**config.mk**
```make
export PLATFORM = sky130hd
export DESIGN_NAME = rename_regfile
export DESIGN_NICKNAME = d
export VERILOG_FILES = /design/src/rtl/rename_regfile.sv
export SDC_FILE = /design/constraint.sdc
export NUM_CORES = 2
export LEC_CHECK = 0
export CAP_MARGIN = 20
export CORE_MARGIN = 1
export CORE_UTILIZATION = 35
export CTS_BUF_LIST = sky130_fd_sc_hd__clkbuf_8
export CTS_CLUSTER_SIZE = 16
export DETAILED_ROUTE_END_ITERATION = 7
export HOLD_SLACK_MARGIN = 0.02
export PLACE_DENSITY = 0.6
export RECOVER_POWER = 25
export SLEW_MARGIN = 20
export SYNTH_ARGS = -nofsm -noshare
export SYNTH_HDL_FRONTEND = slang
export SYNTH_SLANG_ARGS = --single-unit
```
**constraint.sdc**
```tcl
create_clock -name clk -period 7.7 [get_ports clk]
set_clock_uncertainty 0.1 [all_clocks]
set_input_delay 1.925 -clock clk [delete_from_list [all_inputs] [get_ports clk]]
set_output_delay 1.925 -clock clk [all_outputs]
set_load 0.01 [all_outputs]
```
**src/rtl/rename_regfile.sv**
```systemverilog
// ---------------------------------------------------------------------------
// rename_regfile
//
// Architectural register file with a per-register rename tag.
// Each non-zero register holds a data word, a busy bit and the ROB nick of
// its youngest in-flight producer. The ROB renames destinations through the
// nick port and retires results through the commit port. A commit releases
// the tag only if its nick still owns the register. Decode reads two sources
// combinationally. Each read returns either a ready value (nick==0) or the
// nick of the pending producer.
//
// Optional feature macro: REGFILE_BYPASS_EN
//   When defined, a commit that would release a source register is forwarded
//   to the read ports in the same cycle.
//
// Ports:
//   clk             clock
//   rst             synchronous active-low reset
//   rdy             global enable; state holds while low, reads stay live
//   iROB_clr        flush: drop every pending tag
//   iROB_nick_en    rename request
//   iROB_nick       nick allocated to the destination
//   iROB_nick_regnm destination register name
//   iROB_en         commit write
//   iROB_rd_regnm   committed register name
//   iROB_rd_dt      committed value
//   iROB_rd_nick    nick of the committing entry
//   iID_rs1_regnm   source 1 name
//   iID_rs2_regnm   source 2 name
//   oRS1_dt/nick    source 1 value / pending producer (0 when ready)
//   oRS2_dt/nick    source 2 value / pending producer (0 when ready)
// ---------------------------------------------------------------------------
module rename_regfile #(
    parameter int DATA_W  = 32,
    parameter int REG_NUM = 32,
    parameter int NICK_W  = 5
) (
    input  logic              clk,
    input  logic              rst,
    input  logic              rdy,
    input  logic              iROB_clr,
    input  logic              iROB_nick_en,
    input  logic [NICK_W-1:0] iROB_nick,
    input  logic [4:0]        iROB_nick_regnm,
    input  logic              iROB_en,
    input  logic [4:0]        iROB_rd_regnm,
    input  logic [DATA_W-1:0] iROB_rd_dt,
    input  logic [NICK_W-1:0] iROB_rd_nick,
    input  logic [4:0]        iID_rs1_regnm,
    input  logic [4:0]        iID_rs2_regnm,
    output logic [DATA_W-1:0] oRS1_dt,
    output logic [NICK_W-1:0] oRS1_nick,
    output logic [DATA_W-1:0] oRS2_dt,
    output logic [NICK_W-1:0] oRS2_nick
);

    logic [DATA_W-1:0] r_data [REG_NUM];
    logic [NICK_W-1:0] r_tag  [REG_NUM];
    logic [REG_NUM-1:0] r_busy;

    // Source read: x0 and out-of-range names read as a ready zero.
    function automatic logic [NICK_W+DATA_W-1:0] f_read(input logic [4:0] s);
        logic [DATA_W-1:0] v_dt;
        logic [NICK_W-1:0] v_nick;
        v_dt   = '0;
        v_nick = '0;
        if (rst && (s != 5'd0) && (int'(s) < REG_NUM)) begin
            v_dt   = r_data[s];
            v_nick = r_busy[s] ? r_tag[s] : '0;
`ifdef REGFILE_BYPASS_EN
            // Forward only a commit that would actually release the tag.
            // A stale commit leaves the younger producer's nick visible.
            if (iROB_en && (iROB_rd_regnm == s) && r_busy[s] &&
                (r_tag[s] == iROB_rd_nick)) begin
                v_dt   = iROB_rd_dt;
                v_nick = '0;
            end
`endif
        end
        return {v_nick, v_dt};
    endfunction

    always_comb begin
        {oRS1_nick, oRS1_dt} = f_read(iID_rs1_regnm);
        {oRS2_nick, oRS2_dt} = f_read(iID_rs2_regnm);
    end

    always_ff @(posedge clk) begin
        if (!rst) begin
            for (int i = 0; i < REG_NUM; i++) begin
                r_data[i] <= '0;
                r_tag[i]  <= '0;
                r_busy[i] <= 1'b0;
            end
        end else if (rdy) begin
            // x0 is never touched, so the loop starts at 1.
            for (int i = 1; i < REG_NUM; i++) begin
                // Commit data always lands, even during a flush or when a
                // younger writer already owns the tag.
                if (iROB_en && (iROB_rd_regnm == 5'(i)))
                    r_data[i] <= iROB_rd_dt;

                if (iROB_clr) begin
                    r_busy[i] <= 1'b0;
                    r_tag[i]  <= '0;
                end else if (iROB_nick_en && (iROB_nick_regnm == 5'(i))) begin
                    r_busy[i] <= 1'b1;
                    r_tag[i]  <= iROB_nick;
                end else if (iROB_en && (iROB_rd_regnm == 5'(i)) &&
                             r_busy[i] && (r_tag[i] == iROB_rd_nick)) begin
                    r_busy[i] <= 1'b0;
                    r_tag[i]  <= '0;
                end
            end
        end
    end

endmodule

```
### Word-level counts from Yosys, hierarchy flattened

Memories as Yosys holds them, arrays and structs flattened.
Index checks and enable logic that the tools add are counted.
Widths: inputs -> output; s select.

* memory bits (writable): 1184
* latch bits: 0
* memories: 2
* bits in registers: 31
* output and inout port bits: 74
* memory bits (read-only): 0

Memories
* r_data: depth 32, bits a word 32, rd ports 2, clocked after memory_dff 0, write ports 32, line 57 `logic [DATA_W-1:0] r_data [REG_NUM];`
* r_tag: depth 32, bits a word 5, rd ports 33, clocked after memory_dff 0, write ports 32, line 58 `logic [NICK_W-1:0] r_tag [REG_NUM];`

* eq/ne operators: 93
* mux-type cells: 697
* multipliers: 0
* add/sub/neg operators: 0
* $lt $le $gt $ge: 2
* bitwise gates (word level): 124
* divide/modulo/power cells: 0
* shift operators: 0
* reduce and logical (&&, ||, !) cells: 190

Operator list (count)
* $mux 32: 33
* $mux 1: 565
* $mux 5: 97
* $eq 5x5->1 const B: 32
* $eq 5x5->1: 31
* $logic_and 1x1->1: 126
* $or 1x1->1: 124
* $reduce_bool 3->1: 31
* $eq 5x4->1 const B: 16
* $reduce_and 2->1: 31
* $eq 5x3->1 const B: 8
* $eq 5x2->1 const B: 4
* $lt 5x6->1 const B: 2
* $bmux 1 s5: 2
* $eq 5x1->1 const B: 2
* $reduce_bool 5->1: 2

### Logic depth before layout (Yosys ltp)

* depth after elaboration: 11
* mapped depth: 10
* depth with buffers taken out: 5

### Worst setup path after synthesis

OpenSTA, ideal clock, no wires.

* path kind: input to output
* from: input port iID_rs1_regnm[0]
* to: output port oRS1_dt[10]
* slack: 1.826 ns
* arrival time: 3.849 ns
* stages: 5
* path through: buf_2 buf_1 mux4_2 mux4_2 a32o_1

* cells in the longest elaborated chain, start to end: 3
* elaborated cells on any way between the ends: 4

Ends and longest elaborated chain
* start: declaration: line 49 `input logic [4:0] iID_rs1_regnm,`
* branches (longest 2 deep; another with $mem_v2 32x32)
* $mux 32 *: line 67 `if (rst && (s != 5'd0) && (int'(s) < REG_NUM)) begin`
* end: declaration: line 51 `output logic [DATA_W-1:0] oRS1_dt,`

Every way passes the cells marked *.

### Worst setup path after layout

* from: input port iID_rs1_regnm[1]
* to: output port oRS1_nick[2]

* cells in the longest elaborated chain, start to end: 4
* elaborated cells on any way between the ends: 7

Ends and longest elaborated chain
* $bmux 1 s5: line 69 `v_nick = r_busy[s] ? r_tag[s] : '0;`
* $mux 1 (implied by the code): line 69
* $mux 5: line 69
* $mux 5 *: line 67
* end: declaration: line 52 `output logic [NICK_W-1:0] oRS1_nick,`

Every way passes the cells marked *; elsewhere a longest branch is shown, timed or not. The select of a mux whose other input is x is not followed.

==> summary.md <==
| Metric | Value |
|---|---|
| First-pass GRT wire length | 302 mm |
| Grt total ovfl | 0 |
| TritonCTS clock tree | yes |
| Total of max-cap violations | 6 |
| #FFs+latches synth | 1178 |
| Hold buffer count at CTS | 0 |
| Synthesized cell area | 61700 µm² |
| Hold Path Class | flip-flop to flip-flop |
| CP arrival | 5.23 ns |
| Most crowded layer after global routing | met2 |
| Final worst-path cycle share | 0.943 |
| Register area | 35100 µm² |
| Final net count | 4258 |
| DP Area | 66200 µm² |
| Worst-path clk slew | 0.06 ns |
| Area Growth Syn to Fin | 12.7% |
| Async set-reset flop share out of synthesis | 0 |
| Row cnt | 153 |
| Avg Synthesized Cell Area | 15.2 µm² |
| Tmin final | 7.26 ns |
| Met3 global-route usage | 0.0560 |
| Lkg Pwr | 23.0 nW |
| Initial Utilization | 0.354 |
| CP max stage delay | 1.05 ns |
| Final Total Pwr | 15.1 mW |
| Ports | 142 |
| Run status | complete, but fails checks |
| Synth warnings | 0 |
| I/O Buffers | 141 |
| Mapped Cells | 4068 |
| Via Count | 40.7k |
| Max Root-Sink Buffers | 3 |
| Pwr dens | 216 nW/µm² |
| Pins Over Slew Limit | 144 |
| RSZ-0062 raised after global routing | false |
| Clk sinks | 1178 |
| Per-cell routed wire length | 32.2 µm |
| Crit Path Max Fanout | 40 |
| Final setup vio count | 0 |
| Max VDD drop | 136 µV |
| GRT Total Usage | 0.237 |
| Final hold vios | 0 |
| Crit path cell chain | buf_8, mux2_2, a221oi_1, nor3_1, a2111oi_0, a311oi_1, clkdlybuf4s50_1 |
| Data required, critical path | 5.68 ns |
| Die width | 422 µm |
| Worst setup path class | input pin to output port |
| Max Freq | 138 MHz |
| Post-route setup TNS | 0 ns |
| Failing checks | max-capacitance violations, max-slew violations |
| Vias in the first global route | 40.9k |
| CTS buffer count | 188 |
| Met1 usage in global routing | 0.307 |
| Kind of end point of the critical path | output port |
| Synthesized Nets | 4136 |
| Dpl hpwl | 130 mm |
| Die Y | 422 µm |
| Die footprint | 178000 µm² |
| Setup repair bufs after CTS | 0 |
| Worst slack at placement | 0.674 ns |
| Post-synth EDFFs | 1147 |
| Max-slew headroom | -0.931 |
| CP Launch Point | iID_rs1_regnm[1] |
| RePlAce Congestion | 0.962 |
| 1st-pass router iterations | 6 |
| Final antenna-violating net count | 0 |
| Initial antenna violation count | 9 |
| Unique masters post-synth | 62 |
| CP Launch Type | input pin |
| Main synth FF type | edfxtp_1 |
| Hold Crit Start | r_busy[8]$_SDFFE_PN0P_ |
| Worst-Skew Late Latency | 0.93 ns |
| Pin count of the biggest net entering global routing | 100 |
| Multi-input combinational cell area | 25000 µm² |
| # fillers | 15.8k |
| Final worst setup slack | 0.441 ns |
| Layout cell share with drive strength beyond 1 | 0.275 |
| Post-synthesis sequential area ratio | 0.568 |
| Via density per instance | 6.12 |
| GR Util met2 | 0.366 |
| Slowest cell on crit path | a2111oi_0 |
| H-tree depth | 4 |
| Core Box Area | 174000 µm² |
| WL final | 214 mm |
| Detailed-route DRC error count | 0 |
| RR Startpoint | r_tag[2][3]$_SDFFCE_PP0P_ |
| Resized cells post-CTS | 0 |
| Final Instance Area | 69500 µm² |
| Clk root buf | clkbuf_8 |
| Worst-Margin Slew | 2.90 ns |
| Initial detailed-routing violation count | 5701 |
[through the flow]
| stage | util | hold WS [ns] | instances |
|---|---|---|---|
| 2_1_floorplan | - | 0.372 | 4068 |
| 3_3_place_gp | 0.380 | 0.404 | 6324 |
| 3_5_place_dp | 0.380 | 0.417 | 6325 |
| 4_1_cts | 0.399 | 0.425 | 6654 |
| 5_1_grt | 0.399 | 0.479 | 6660 |
| 6_report | 0.399 | 0.436 | 6660 |
[sequential cells by signal (all words and copies together) (netlist names)]
signal  flops
r_tag     155
r_data    992
r_busy     31
[cell usage in the layout (no fill, tap or decap), drive strengths merged, types with 61 or more instances in the layout]
master / Yosys / final
and2: 161 / 161
buf: 156 / 159
clkbuf: 222 / 224
clkdlybuf4s50: 0 / 117
edfxtp: 1147 / 1147
inv: 36 / 110
mux2: 91 / 91
mux4: 622 / 622
nand2: 248 / 248
nand3: 71 / 71
nor2: 606 / 606
o21ai: 67 / 67
xnor2: 94 / 94
xor2: 61 / 61
[cell usage after synthesis (all sizes together) (20+ instances only)]
cell	instances	area, µm²
a22oi	34	255
xnor2	94	823
nand2	248	931
nor2	606	2270
mux2i	32	320
dfxtp	31	621
a21oi	43	215
edfxtp	1147	34400
a31o	27	236
buf	156	848
a32o	33	330
inv	36	135
nand3	71	355
xor2	61	534
o21ai	67	335
clkbuf	222	835
o211ai	21	158
mux4	622	14000
mux2	91	1020
nor2b	32	200
and2	161	1010
a22o	47	412
nor4	20	125
[logic make-up (layout without fill, tap and decap cells)]
family	after synthesis	after routing	synth area share
flops	1178	1178	0.568
xor+xnor	155	155	0.0220
buf+inv	415	676	0.0295
other cells	0	6	0
mux	745	745	0.249
simple gates	1217	1217	0.0882
compound gates	358	358	0.0432
[layer usage]
layer | part of all wire | vias to the layer above
li1 | - | 16300
met1 | 0.37 | 21200
met2 | 0.46 | 2695
met3 | 0.11 | 540
met4 | 0.060 | 0
met5 | 0 | -
[path summary, 6_finish.rpt]
| kind | endpoint | slack [ns] | depth (start not counted) |
|---|---|---|---|
| worst max-delay path | oRS1_nick[2] | 0.44 | 7 |
| worst min-delay path | r_busy[8]$_SDFFE_PN0P_ | 0.44 | 2 |
| worst max register to register | r_tag[2][4]$_SDFFCE_PP0P_ | 5.26 | 4 |
| worst min register to register | r_busy[8]$_SDFFE_PN0P_ | 0.44 | 2 |
[final cells by class]
class                      instances  area share
multi-input combinational       2475       0.360
sequential                      1178       0.504
clock buffer                     192      0.0380
clock inverter                   137      0.0112
antenna                            6    0.000216
timing repair buffer             310      0.0424
inverter                          37     0.00200
tap                             2325      0.0418
[power by group]
group	internal (mW)	total, mW	switching (mW)
Sequential	7.48	7.72	0.235
Clock	2.50	5.12	2.63
Combinational	0.974	2.21	1.24
Total	11.0	15.1	4.10
[worst max-delay path: cells and delay by family]
kind / cells / cell delay, ns
compound gates: 3 / 1.85
buf+inv: 2 / 0.90
mux: 1 / 0.39
simple gates: 1 / 0.13
Note: power is estimated with default switching activity, not from simulation.
